===== config.mk =====
export PLATFORM = sky130hd
export DESIGN_NAME = div_result_bcd
export DESIGN_NICKNAME = d
export VERILOG_FILES = /design/src/rtl/div_result_bcd.sv
export SDC_FILE = /design/constraint.sdc
export NUM_CORES = 1
export LEC_CHECK = 0
export BUFFER_PORTS_ARGS = -buffer_cell sky130_fd_sc_hd__buf_4
export CORE_UTILIZATION = 50
export DETAILED_ROUTE_END_ITERATION = 8
export PLACE_DENSITY_LB_ADDON = 0.25
export SLEW_MARGIN = 30
export SYNTH_ARGS = -nofsm -noshare
export SYNTH_HDL_FRONTEND = slang
export SYNTH_SLANG_ARGS = --single-unit

===== constraint.sdc =====
create_clock -name clk_i -period 2.2 [get_ports clk_i]
set_clock_uncertainty 0.1 [all_clocks]
set_input_delay 0.11 -clock clk_i [delete_from_list [all_inputs] [get_ports clk_i]]
set_output_delay 0.11 -clock clk_i [all_outputs]
set_load 0.01 [all_outputs]

===== src/rtl/div_result_bcd.sv =====
// div_result_bcd: captures the divider quotient and converts it to BCD with a sequential double-dabble engine.
// Optional one-entry pending buffer for pulses arriving while busy: define DIV_RESULT_PENDING_EN.
module div_result_bcd #(
    parameter int QW     = 9,
    parameter int DIGITS = 3
) (
    input  logic                clk_i,
    input  logic                reset_i,
    input  logic                finish_i,
    input  logic [QW-1:0]       quotient_i,
    input  logic                ready_i,
    output logic                valid_o,
    output logic [4*DIGITS-1:0] bcd_o,
    output logic                err_o,
    output logic                busy_o,
    output logic                overrun_o
);
    // state | meaning
    // IDLE  | waiting for a finish pulse
    // SHIFT | double-dabble iterations in progress
    // DONE  | result presented, waiting for ready_i
    localparam int BW = 4 * DIGITS;
    localparam int CW = $clog2(QW + 1);
    localparam logic [CW-1:0] LAST     = CW'(QW);
    localparam logic [QW-1:0] ERR_CODE = '1;

    typedef enum logic [1:0] {IDLE, SHIFT, DONE} state_t;
    state_t state, state_next;

    logic [QW-1:0] sreg;
    logic [BW-1:0] acc;
    logic [BW-1:0] acc_adj;
    logic [BW-1:0] bcd_q;
    logic [CW-1:0] count;
    logic          err_q;
    logic          overrun_q;
    logic          handshake;
    logic          start;
    logic          start_err;
    logic [QW-1:0] start_q;
    logic          pend_valid;
    logic [QW-1:0] pend_q;
    logic          drop;

    assign handshake = (state == DONE) && ready_i;
    // A new conversion starts from the input in IDLE, or from the buffer on a DONE handshake.
    assign start     = ((state == IDLE) && finish_i) || (handshake && pend_valid);
    assign start_q   = (state == IDLE) ? quotient_i : pend_q;
    assign start_err = (start_q == ERR_CODE);

`ifdef DIV_RESULT_PENDING_EN
    logic slot_free;
    logic pend_store;

    assign slot_free  = !pend_valid || handshake;
    assign pend_store = finish_i && (state != IDLE) && slot_free;
    assign drop       = finish_i && (state != IDLE) && !slot_free;

    always_ff @(posedge clk_i or posedge reset_i) begin
        if (reset_i) begin
            pend_valid <= 1'b0;
            pend_q     <= '0;
        end else if (pend_store) begin
            pend_valid <= 1'b1;
            pend_q     <= quotient_i;
        end else if (handshake) begin
            pend_valid <= 1'b0;
        end
    end
`else
    assign pend_valid = 1'b0;
    assign pend_q     = '0;
    assign drop       = finish_i && (state != IDLE);
`endif

    always_ff @(posedge clk_i or posedge reset_i) begin
        if (reset_i) state <= IDLE;
        else         state <= state_next;
    end

    always_comb begin
        state_next = state;
        unique case (state)
            IDLE:    if (finish_i) state_next = start_err ? DONE : SHIFT;
            SHIFT:   if (count == LAST) state_next = DONE;
            DONE:    if (ready_i) state_next = pend_valid ? (start_err ? DONE : SHIFT) : IDLE;
            default: state_next = IDLE;
        endcase
    end

    always_comb begin
        busy_o    = (state != IDLE);
        valid_o   = (state == DONE);
        bcd_o     = bcd_q;
        err_o     = err_q;
        overrun_o = overrun_q;
    end

    always_comb begin
        acc_adj = acc;
        for (int i = 0; i < DIGITS; i++) begin
            if (acc[4*i +: 4] >= 4'd5) acc_adj[4*i +: 4] = acc[4*i +: 4] + 4'd3;
        end
    end

    always_ff @(posedge clk_i or posedge reset_i) begin
        if (reset_i) begin
            sreg      <= '0;
            acc       <= '0;
            count     <= '0;
            bcd_q     <= '0;
            err_q     <= 1'b0;
            overrun_q <= 1'b0;
        end else begin
            if (start) begin
                count <= '0;
                if (start_err) begin
                    err_q <= 1'b1;
                    bcd_q <= '0;
                end else begin
                    sreg <= start_q;
                    acc  <= '0;
                end
            end else if (state == SHIFT) begin
                if (count == LAST) begin
                    bcd_q <= acc;
                    err_q <= 1'b0;
                end else begin
                    acc   <= {acc_adj[BW-2:0], sreg[QW-1]};
                    sreg  <= {sreg[QW-2:0], 1'b0};
                    count <= count + 1'b1;
                end
            end
            if (drop) overrun_q <= 1'b1;
        end
    end

endmodule


Word-level counts from Yosys, hierarchy flattened
Cells that the tools add are included.
- bits in registers: 41
- input bits: 13
- output and inout bits: 16
- word-level logic and storage cells: 62
- add/sub/neg operators: 4
- magnitude comparators: 3
- equal/unequal tests: 10
- mux-type cells: 28
- reduce and logical (&&, ||, !) cells: 10
- operators by type and width (cell ; number):
    12-bit two-way mux ; 8
    9-bit two-way mux ; 5
    4-bit two-way mux ; 5
    4-bit by 3-bit >= comparator with 1-bit output, second input constant ; 3
    2-bit != test, second input constant ; 5
    9-bit == test, second input constant ; 1
    3-bit AND reduction ; 3
    4-bit by 2-bit adder with 4-bit output, second input constant ; 2
    2-bit two-way mux ; 4
    2-bit one-hot mux with 3 select lines ; 1
    2-bit nonzero test ; 3
    4-bit by 1-bit adder with 4-bit output, second input constant ; 1
    4-bit == test, second input constant ; 1
    1-bit two-way mux ; 4
    3-bit by 2-bit adder with 3-bit output, second input constant ; 1
    3-bit two-way mux ; 1
    2-bit by 1-bit == test with 1-bit output, second input constant ; 1
    2-bit == test, second input constant ; 1
    1-bit logical AND ; 2
    2-bit zero test ; 1
    2-bit by 1-bit != test with 1-bit output, second input constant ; 1
    2-bit AND reduction ; 1

Depth between registers and ports, before layout
- depth in word-level cells: 6
- depth in mapped cells: 8
- gate-level depth less buffers: 6

Least setup slack after synthesis
No wires, ideal clock.
- kind: flip-flop to flip-flop
- from: register acc[4]
- to: register acc[6]
- library setup time: 0.078 ns
- arrival time: 1.468 ns
- required time: 2.022 ns
- setup slack: 0.554 ns
- cell stages (with the launch flop): 6
- path buffers: 0
- clock period less this slack: 1.646 ns
- path through: dfrtp_1 ha_1 nand2b_1 a21oi_1 mux2_2 o2bb2ai_1
- longest elaborated chain between the ends: 5
- elaborated cells between the ends (all ways): 6
- classes of those cells: add/sub: 1; order compare: 1; mux: 4
- RTL lines (what ; line ; source):
    start, declared ; 31 ; logic [BW-1:0] acc;
    start signal, assigned ; 129 ; acc <= {acc_adj[BW-2:0], sreg[QW-1]};
    4-bit by 2-bit adder with 4-bit output / 4-bit by 3-bit >= comparator with 1-bit output (equally long branches) ; 102 ; if (acc[4*i +: 4] >= 4'd5) acc_adj[4*i +: 4] = acc[4*i +: 4] + 4'd3;
    4-bit two-way mux * ; 102 ;
    12-bit two-way mux * ; 125 ; if (count == LAST) begin
    12-bit two-way mux * ; 124 ; end else if (state == SHIFT) begin
    12-bit two-way mux * ; 115 ; if (start) begin
Every way passes the cells marked *; elsewhere a longest branch is shown, timed or not. The select of a mux whose other input is x is not followed.
A chain may end at the register's enable or synchronous reset.

Final worst setup path
- from: register count[0]
- to: register acc[9]
- longest elaborated chain between the ends: 3
- RTL lines (what ; line ; source):
    start, declared ; 34 ; logic [CW-1:0] count;
    start signal, assigned ; 131 ; count <= count + 1'b1;
    4-bit == test ; 125 ;
    2-bit != test (no line) ; - ;
    3-bit AND reduction (no line) ; - ;
Every way passes these cells.

==> results.ini <==
[floorplan]
pin_count = 29
die-width_um = 64.0
dieArea_um2 = 4100
fp.coreArea_um2 = 3690
die_h_um = 64.0
rows = 22
initial_core_util_pct = 52.2

[routing]
avgViaCountPerCell = 5.69
first_iter_violations = 72
wl_mm = 3.95
ant_nets = 0
drc = 0
drt_first_pass_iters = 5
wl_per_cell_um = 15.1
num_vias = 1484

[finish]
final_common_cell = dfrtp_1
syn2layout_area_growth_pct = 24.3
nets = 234
multi_input_area_um2 = 813
diodes = 0
final_cells = 261
mostFrequentLayoutCells = dfrtp_1 (41), buf_4 (34), a22o_1 (18), nand2_1 (13), o21ai_0 (12)
drive_above_1_share_pct = 21.6
regArea_um2 = 1030
fillers = 296
finalInstanceArea_um2 = 2390

[outcome]
violations = hold timing
status = finished with violations

[synth]
synth_seq_cells = 41
yosysUniqueCellTypes = 35
yosysSeqAreaShare_pct = 53.3
synth_cells = 169
syn_nets = 190
yosysWarningCount = 0
syn_avg_cell_area_um2 = 11.4
synth_area_um2 = 1920

[setup_path]
required_ns = 2.27
reg2reg_slack_ns = 0.34
critical_path.slowest_cell = and2_1
path_depth = 5
worstSetupStartpointType = register
path_buf_inv = 0
cp_max_fo = 13
slowest_delay_ns = 0.47
worstReg2RegStart = count[0]
timing.rr.end = acc[9]
cp-endpoint = acc[9]
r2r_cells = 5
criticalPathCategory = reg2reg
crit_family = simple AND/OR/NAND/NOR gates
path_cells = ha_1 -> nand3b_1 -> and2_1 -> nor2_4 -> a22o_1
critPathLaunch = count[0]
critical_path_arrival_ns = 1.93
crit_path_end_kind = register

[sta]
tightest_slew_ns = 0.510
maxSlewHeadroom_pct = 66.0
fmax_mhz = 539
setup_tns_ns = 0
setup_viol = 0
hold_viol = 1
hold-worst-slack_ns = -0.00359
post-route-period-util_pct = 84.4
rsz0062_at_grt = no
maxSlewViolCount = 0
finalCriticalPeriod_ns = 1.86

[hold_path]
hold_path.class = in2reg

[place]
place_hpwl_mm = 2.67
io_buffers = 28
place_area_um2 = 2200
placedCellCount = 243
gp_congestion = 0.782

[clock_network]
cts_buffers = 5
tritoncts = built
clkTransAtPathRegs_ns = 0.07
clk-insertion-delay-late_ns = 0.28
ctsResizeCount = 0
cts_sinks = 41
htreeDepth = 2
clock_path_buffers = 2
cts_root_buf = clkbuf_8

[grt]
grt_pass1_vias = 1443
antenna_found_initial = 0
grt_max_degree = 42
grt_pass1_wl_mm = 6.86
gr-total-overflow = 0
grt_use_total_pct = 22.2

[power_and_ir_drop]
power_mw = 3.28
vdd_ir_drop_max_mv = 0.661
leakagePower_nw = 1.15
p_per_area_nw_per_um2 = 1370

[run]
drv_cap = 0

report_power, final:
part / switching (mW) / internal (mW) / total, mW
registers: 0.273 / 1.07 / 1.35
clock network: 0.230 / 0.249 / 0.478
logic: 0.724 / 0.728 / 1.45
total: 1.23 / 2.05 / 3.28
layout make-up:
class | count | area share, %
timing repair buffer | 45 | 15.3
clock buffer | 7 | 3.61
tap | 48 | 2.51
inverter | 11 | 1.73
multi-input combinational | 109 | 34.0
sequential | 41 | 42.9
flip-flops by register name (all words and copies together) (netlist names):
register   flops
acc           12
bcd_o         12
count          4
err_o          1
overrun_o      1
sreg           9
state          2
per-layer routing:
metal,share of wire (%),track usage [%]
met2,50,36.4
met1,45,28.9
met5,0,0
met3,3.4,5.00
met4,1.2,7.39
kinds of logic (layout without fill, tap and decap cells):
group	Yosys count	after routing	share of synthesized area [%]
DFF	41	41	53.3
and+or+nand+nor	35	35	9.95
buffers and inverters	19	63	4.42
xor gates and xnor gates	7	7	3.19
muxes	3	3	1.63
adders and majority gates	8	8	5.20
AOI/OAI and AO/OA	56	56	22.3
how the worst min path moves through the flow:
stage	startpoint	endpoint	slack, ns	cells after the start
floorplan	ready_i	state[1]	0.12	1
global placement	reset_i	sreg[0]	0.17	3
detailed placement	reset_i	sreg[0]	0.18	3
CTS	quotient_i[7]	sreg[7]	0.003	3
global route	quotient_i[7]	sreg[7]	0.03	3
finish	quotient_i[7]	sreg[7]	-0.004	3
per-stage QoR:
stage,util (%),worst slack (ns)
3_3_place_gp,59.5,0.439
6_report,64.9,0.344
4_1_cts,64.9,0.344
2_1_floorplan,-,0.554
3_5_place_dp,59.5,0.361
5_1_grt,64.9,0.169
worst register-to-register path, delay by kind of cell, from the launching register on:
family | cells | cell delay (ns)
flops | 1 | 0.42
compound gates | 1 | 0.27
simple gates | 3 | 0.73
fa+ha+maj | 1 | 0.21
Yosys cell counts, drive strengths merged:
cell | instances | share of area (%)
dfrtp | 41 | 53
a22o | 18 | 8.2
nand2 | 13 | 2.5
o21ai | 12 | 3.1
inv | 11 | 2.1
a22oi | 8 | 3.1
ha | 8 | 5.2
buf | 6 | 1.9
nor2 | 5 | 1.4
a21oi | 4 | 1.2
nand2b | 4 | 1.3
xnor2 | 4 | 1.8
a21o | 3 | 1.2
a32o | 3 | 1.6
nor3 | 3 | 0.78
o32ai | 3 | 1.4
xor2 | 3 | 1.4
and2b | 2 | 0.78
clkbuf | 2 | 0.39
mux2i | 2 | 1.0
nand3 | 2 | 0.52
nand4 | 2 | 0.65
a211oi | 1 | 0.39
and2 | 1 | 0.33
mux2 | 1 | 0.59
nand3b | 1 | 0.39
nor3b | 1 | 0.98
o211ai | 1 | 0.39
o2bb2ai | 1 | 0.46
o31a | 1 | 0.91
o31ai | 1 | 0.39
or2 | 1 | 0.33
repair_timing:
item | in CTS | in global routing
hold buffers | 11 | 0
buffers inserted | 0 | 0
endpoints found under the hold margin | 51 | 0
No activity file was read; power rests on OpenSTA's default activity.
